[config.mk]
export PLATFORM = sky130hd
export DESIGN_NAME = wb_sram_ctrl
export DESIGN_NICKNAME = d
export VERILOG_FILES = /design/src/rtl/wb_sram_ctrl.sv
export SDC_FILE = /design/constraint.sdc
export NUM_CORES = 1
export LEC_CHECK = 0
export BUFFER_PORTS_ARGS = -buffer_cell sky130_fd_sc_hd__clkbuf_2
export CAP_MARGIN = 10
export CORE_ASPECT_RATIO = 1.75
export CORE_UTILIZATION = 25
export CTS_CLUSTER_DIAMETER = 80
export DETAILED_ROUTE_END_ITERATION = 10
export GPL_ROUTABILITY_DRIVEN = 0
export SYNTH_ARGS = -nofsm -noshare
export SYNTH_HDL_FRONTEND = slang
export SYNTH_SLANG_ARGS = --single-unit
[constraint.sdc]
create_clock -name clk_i -period 1.74 [get_ports clk_i]
set_input_delay 0.348 -clock clk_i [delete_from_list [all_inputs] [get_ports clk_i]]
set_output_delay 0.348 -clock clk_i [all_outputs]
set_load 0.005 [all_outputs]
[src/rtl/wb_sram_ctrl.sv]
// Wishbone classic slave driving an external asynchronous 16-bit SRAM.
// Every request runs a fixed strobe sequence with programmable wait states.
// An address outside the SRAM window is answered with a single-cycle error.
// All outputs are registered. Their next values are decoded from next_state,
// so the SRAM pins change on the same edge as the state does.
module wb_sram_ctrl #(
   parameter int AB_WIDTH = 18,
   parameter int WB_AW    = 24,
   parameter int WAIT_RD  = 1,
   parameter int WAIT_WR  = 1
) (
   input  logic                clk_i,
   input  logic                rst_n_i,
   input  logic                CYC_I,
   input  logic                STB_I,
   input  logic                WE_I,
   input  logic [WB_AW-1:0]    ADR_I,
   input  logic [1:0]          SEL_I,
   input  logic [15:0]         DAT_I,
   output logic [15:0]         DAT_O,
   output logic                ACK_O,
   output logic                ERR_O,
   output logic [AB_WIDTH-1:0] sram_addr_o,
   output logic [15:0]         sram_dat_o,
   input  logic [15:0]         sram_dat_i,
   output logic                sram_dat_oe_o,
   output logic                sram_ncs_o,
   output logic                sram_noe_o,
   output logic                sram_nwe_o,
   output logic [1:0]          sram_bsel_o
);

   typedef enum logic [2:0] {
      S_IDLE, S_RD, S_WSU, S_WP, S_WH, S_DONE, S_ERR
   } state_t;

   state_t      state, next_state;
   logic [3:0]  cnt, next_cnt;
   logic [1:0]  sel_q, sel_n;
   logic        req, out_of_range, accept, sram_active;

   assign req          = CYC_I && STB_I;
   // Any byte-address bit above the SRAM word address selects the error path.
   assign out_of_range = (ADR_I >> (AB_WIDTH + 1)) != '0;
   assign accept       = (state == S_IDLE) && (next_state == S_RD || next_state == S_WSU);
   assign sel_n        = accept ? SEL_I : sel_q;
   assign sram_active  = next_state inside {S_RD, S_WSU, S_WP, S_WH};

   // State register and wait counter.
   always_ff @(posedge clk_i or negedge rst_n_i) begin
      if (!rst_n_i) begin
         // NOTE: sequential state is written with non-blocking assignments so every flop samples pre-edge values.
         state <= S_IDLE;
         cnt   <= '0;
      end else begin
         state <= next_state;
         cnt   <= next_cnt;
      end
   end

   // Next-state and wait-counter decode.
   always_comb begin
      // NOTE: defaults first so every path assigns every signal and no latch is inferred.
      next_state = state;
      next_cnt   = cnt;
      case (state)
         S_IDLE: begin
            if (req) begin
               if (out_of_range) begin
                  next_state = S_ERR;
               end else if (WE_I) begin
                  next_state = S_WSU;
               end else begin
                  next_state = S_RD;
                  next_cnt   = 4'(WAIT_RD);
               end
            end
         end
         S_RD: begin
            if (cnt == 4'd0) next_state = S_DONE;
            else             next_cnt   = cnt - 4'd1;
         end
         S_WSU: begin
            next_state = S_WP;
            next_cnt   = 4'(WAIT_WR);
         end
         S_WP: begin
            if (cnt == 4'd0) next_state = S_WH;
            else             next_cnt   = cnt - 4'd1;
         end
         S_WH:           next_state = S_DONE;
         S_DONE, S_ERR:  next_state = S_IDLE;
         default:        next_state = S_IDLE;
      endcase
   end

   // Registered SRAM strobes, latched request fields and Wishbone responses.
   always_ff @(posedge clk_i or negedge rst_n_i) begin
      if (!rst_n_i) begin
         sel_q         <= '0;
         sram_addr_o   <= '0;
         sram_dat_o    <= '0;
         sram_ncs_o    <= 1'b1;
         sram_noe_o    <= 1'b1;
         sram_nwe_o    <= 1'b1;
         sram_dat_oe_o <= 1'b0;
         sram_bsel_o   <= '0;
         DAT_O         <= '0;
         ACK_O         <= 1'b0;
         ERR_O         <= 1'b0;
      end else begin
         if (accept) begin
            sram_addr_o <= ADR_I[AB_WIDTH:1];
            sram_dat_o  <= DAT_I;
         end
         sel_q         <= sel_n;
         sram_ncs_o    <= !sram_active;
         sram_noe_o    <= !(next_state == S_RD);
         sram_nwe_o    <= !(next_state == S_WP);
         sram_dat_oe_o <= next_state inside {S_WSU, S_WP, S_WH};
         sram_bsel_o   <= sram_active ? sel_n : 2'b00;
         // Sample read data on the last RD cycle; unselected lanes read as zero.
         if (state == S_RD && cnt == 4'd0) begin
            DAT_O <= {sel_q[1] ? sram_dat_i[15:8] : 8'h00,
                      sel_q[0] ? sram_dat_i[7:0]  : 8'h00};
         end
         // A master that has dropped the cycle gets no response.
         ACK_O <= (next_state == S_DONE) && req;
         ERR_O <= (next_state == S_ERR)  && req;
      end
   end

endmodule

# Yosys cells after proc, flatten, opt, wreduce, memory -nomap -nowiden
# Index checks and enable logic that the tools add are counted.
# W data, S select, Z words.
totals:
  register_bits: 67
  elab_cells: 60
  out_inout_bits: 58
  in_bits: 63
op_classes:
  reduce_logical: 17
  n_eq_ne: 14
  n_addsub: 1
  mux: 15
op_table:
  columns: ["cell", "count"]
  rows:
  - ["$reduce_bool A24 Y1", 1]
  - ["$mux W4", 4]
  - ["$mux W8", 2]
  - ["$pmux W3 S5", 1]
  - ["$eq A3 B2 Y1 const B", 4]
  - ["$eq A3 B3 Y1 const B", 4]
  - ["$mux W3", 4]
  - ["$pmux W4 S3", 1]
  - ["$ne A2 B2 Y1 const B", 4]
  - ["$eq A3 B1 Y1 const B", 2]
  - ["$mux W2", 3]
  - ["$reduce_bool A3 Y1", 2]
  - ["$logic_and A1 B1 Y1", 5]
  - ["$reduce_and A5 Y1", 1]
  - ["$logic_not A4 Y1", 1]
  - ["$reduce_bool A4 Y1", 1]
  - ["$sub A4 B1 Y4 const B", 1]
  - ["$logic_not A1 Y1", 3]
  - ["$logic_not A3 Y1", 1]
  - ["$reduce_or A2 Y1", 1]
  - ["$logic_or A1 B1 Y1", 1]

# Depth between registers and ports, before layout
depth:
  depth_word: 9
  ltp_mapped: 7
  depth_no_buf: 6

# Worst setup path after synthesis
# Ideal clock, no wire load.
synth_timing:
  kind: "register to register"
  start: "reg cnt[0]"
  end: "reg cnt[1]"
  path_stages_with_launch: 6
  arrival_ns: 1.510
  synth_period_minus_slack_ns: 1.593
  slack_ns: 0.147
  setup_time_ns: 0.083
  path_buffers: 0
  required_time_ns: 1.657
  cell_sequence: "dfrtp_1 inv_1 ha_1 and4bb_1 or4b_2 o21ai_0"
synth_via:
  elab_chain_len: 3
  elab_cells_between_ends: 6
  cone_classes: "1 x add/sub; 1 x eq/ne; 2 x mux; 2 x reduce/logical"
synth_rtl:
  columns: ["item", "line", "rtl"]
  rows:
  - ["from (decl)", "38", "logic [3:0] cnt, next_cnt;"]
  - ["from (signal assigned)", "57", "cnt <= next_cnt;"]
  - ["$sub A4 B1 Y4 / $logic_not A4 Y1 (equally long branches)", null, null]
  - ["$mux W4 / $ne A2 B2 Y1 (equally long branches)", null, null]
  - ["$pmux W4 S3 / $reduce_and A5 Y1 (equally long branches)", null, null]
# Several ways; a longest one is shown, not always the timed one. The select of a mux whose other input is x is not followed.
# A chain may end at the register's enable or synchronous reset.

# Worst setup path in the final report
# Same ends and word-level chain as after synthesis.

==> results.txt <==
Run status - complete, no violations
Dpl ws - -0.0190 ns
Initial Util - 25.6%
Synthesized Nets - 280
Ports - 121
Synth cell types - 41
Die ar. - 11800 sq um
Post-Syn Area - 2840 sq um
Post-DR vias/cell - 4.30
CP required - 1.99 ns
Die X - 82.6 um
Leak pwr - 2.14 nW
1st-iter DRT viols - 51
Final slew viol count - 0
Total GRT Usage - 11.2%
Synthesized instance count - 216
TritonCTS Buffers - 9
Clock power share - 35.5%
Reg2reg start - cnt[0]$_DFFE_PN0P_
IO buf count - 119
Seq pwr share - 39.5%
Async S/R FF share, synth - 100%
MaxCap Viol Count - 0
Sequential fraction of the synthesis area - 59.1%
Area Overhead vs Synth - 39.8%
Unrepaired setup endpoints after global routing - no
Max VDD drop - 0.656 mV
Share of layout cells above drive strength 1 - 54.6%
Worst reg2reg path depth - 5
Initial antenna violation count - 0
DRT antenna net count - 0
Worst R2R End - cnt[1]$_DFFE_PN0P_
Psw - 1.57 mW
End of the critical path - cnt[1]$_DFFE_PN0P_
Final worst-path setup slack - 0.0811 ns
Tmin final - 1.66 ns
CTS Hold Buffers Added - 0
Fin crit share - 95.3%
Total chip power - 5.49 mW
CORE AREA - 11100 sq um
CP Capture Type - flip-flop
Total Wirelength - 6510 um
Skew-Pair Late Insertion Delay - 0.32 ns
Clk sinks - 67
Sum Neg Setup Slack - 0 ns
Core Util, Final - 35.8%
Die height - 143 um
Worst-path maximum fanout - 4
Final nets - 409
HP Class - primary input to async pin
Post-DP HPWL - 4810 um
Internal power - 3.92 mW
Slew @ Worst Pin - 0.394 ns
Post-synth EDFFs - 0
Post-route DRC - 0
Routed wire per std cell - 13.5 um
R2R setup slack - 0.08 ns
Root Buffer - clkbuf_16
Warnings from Yosys - 0
Post-synth top flop - dfrtp_1
Clk_skew - 0.00639 ns
Yosys reg bits - 67
Antenna cells - 0
Pin count of the biggest net entering global routing - 68
Crit path launch - cnt[0]$_DFFE_PN0P_
Rows - 51
Gr ovfl total - 0
Reg clk slew, reported paths - 0.06 ns
P per Cell Area - 1380 nW/um^2
Endpoints failing hold - 0
# H-tree levels - 3
Vias in the first global route - 2033
Final setup viols - 0
TritonRoute pass-1 iters - 4
CTS tree - done
Critical Path AT - 1.91 ns
Total vias in the final route - 2072
Logic pwr share - 24.9%
Hold WS - 0.0351 ns
Sw Ratio - 28.5%
First-pass GRT wire length - 9710 um
Type of the worst setup path - flip-flop to flip-flop
Avg Inst Size Synth - 13.2 sq um
Maximum clock insertion buffer count - 2
Maximum clock frequency - 603 MHz
Relative slew margins - 73.1%
CP Launch Type - flip-flop
[metal layers]
layer	global-route usage [%]	share of wire [%]
met1	12.6	40
met5	0	0
met2	18.9	54
met4	5.72	2.1
met3	3.13	4.7
[kinds of logic after synthesis]
kind of cell	after synthesis	synth area share [%]
flops	67	59.1
compound gates	32	6.87
buf+inv	15	3.08
mux	36	18.2
simple gates	65	12.2
fa+ha+maj	1	0.440
[flip-flops by register name (all words and copies together), names as in the netlist]
name           flops
state              3
sram_dat_oe_o      1
sram_nwe_o         1
DAT_O             16
ACK_O              1
sram_bsel_o        2
sram_addr_o       18
sel_q              2
cnt                4
sram_dat_o        16
sram_ncs_o         1
ERR_O              1
sram_noe_o         1
[cells in the final DEF (no fill, tap or decap), types with 2 or more instances in the layout]
master        n
clkbuf_16     9
bufinv_16     2
or3_1         2
mux2_2        6
dfstp_2       3
clkinvlp_4    2
o21ai_0      17
nor2_1        3
o21ai_1       2
nor2b_1       4
nand3_1       3
o211ai_1      3
inv_1         4
buf_4         7
a31oi_1       2
mux2_4       30
and3_1        2
nand2_1      37
buf_12        2
clkbuf_2    118
dfrtp_1      64
[power by group through the flow]
| stage | registers (mW) | clock network (mW) | logic (mW) |
|---|---|---|---|
| 3_5_place_dp | 2.20 | 0 | 1.35 |
| 6_report | 2.17 | 1.95 | 1.37 |
| 2_1_floorplan | 2.16 | 0 | 0.747 |
| 5_1_grt | 2.23 | 2.08 | 1.53 |
| 4_1_cts | 2.18 | 2.01 | 1.35 |
| 3_3_place_gp | 2.18 | 0 | 1.30 |
[stage by stage]
| step | cells | cell area (sq um) |
|---|---|---|
| final | 482 | 3970 |
| after global routing | 482 | 3970 |
| after CTS | 482 | 3960 |
| after detailed placement | 466 | 3630 |
| after global placement | 466 | 3630 |
| after floorplan | 216 | 2840 |
[cells in the mapped netlist (2+ instances only)]
master	n	area, sq um
clkbuf_1	4	15.0
buf_1	2	7.51
mux2_4	30	450
o211ai_1	3	22.5
or3_1	2	12.5
nand3_1	3	15.0
nand2_1	37	139
buf_6	4	45.0
dfstp_2	3	78.8
mux2_2	6	67.6
o21ai_1	2	10.0
a31oi_1	2	12.5
inv_1	4	15.0
o21ai_0	18	90.1
nor2b_1	4	25.0
and3_1	2	12.5
dfrtp_1	64	1600
nor2_1	3	11.3
[layout make-up]
cell class,count,area (sq um)
fillers,1155,7130
inverters,4,15.0
multi-input cells,134,1080
clock inverters,6,88.8
repair buffers,129,699
flip-flops and latches,67,1680
well taps,132,165
clock buffers,10,239
[worst min-delay path by stage]
| stage | to | start | cells past startpoint |
|---|---|---|---|
| finish | sram_addr_o[14]$_DFFE_PN0N_ | rst_n_i | 2 |
| global route | sram_dat_o[14]$_DFFE_PN0N_ | rst_n_i | 2 |
| CTS | sram_addr_o[14]$_DFFE_PN0N_ | rst_n_i | 2 |
| detailed placement | sram_addr_o[14]$_DFFE_PN0N_ | rst_n_i | 2 |
| global placement | sram_addr_o[14]$_DFFE_PN0N_ | rst_n_i | 2 |
| floorplan | ACK_O$_DFF_PN0_ | rst_n_i | 0 |
[timing repair]
item | 4_1_cts | 5_1_grt
endpoints found under the setup margin | 0 | 48
buffers inserted | 0 | 0
resized for setup | 0 | 4
[worst max-delay path, stage by stage (launching register included)]
cell	delay [ns]
dfrtp_1	0.37
inv_1	0.05
ha_1	0.22
and4bb_1	0.23
or4b_2	0.64
o21ai_2	0.08
No activity file was read; power rests on OpenSTA's default activity.
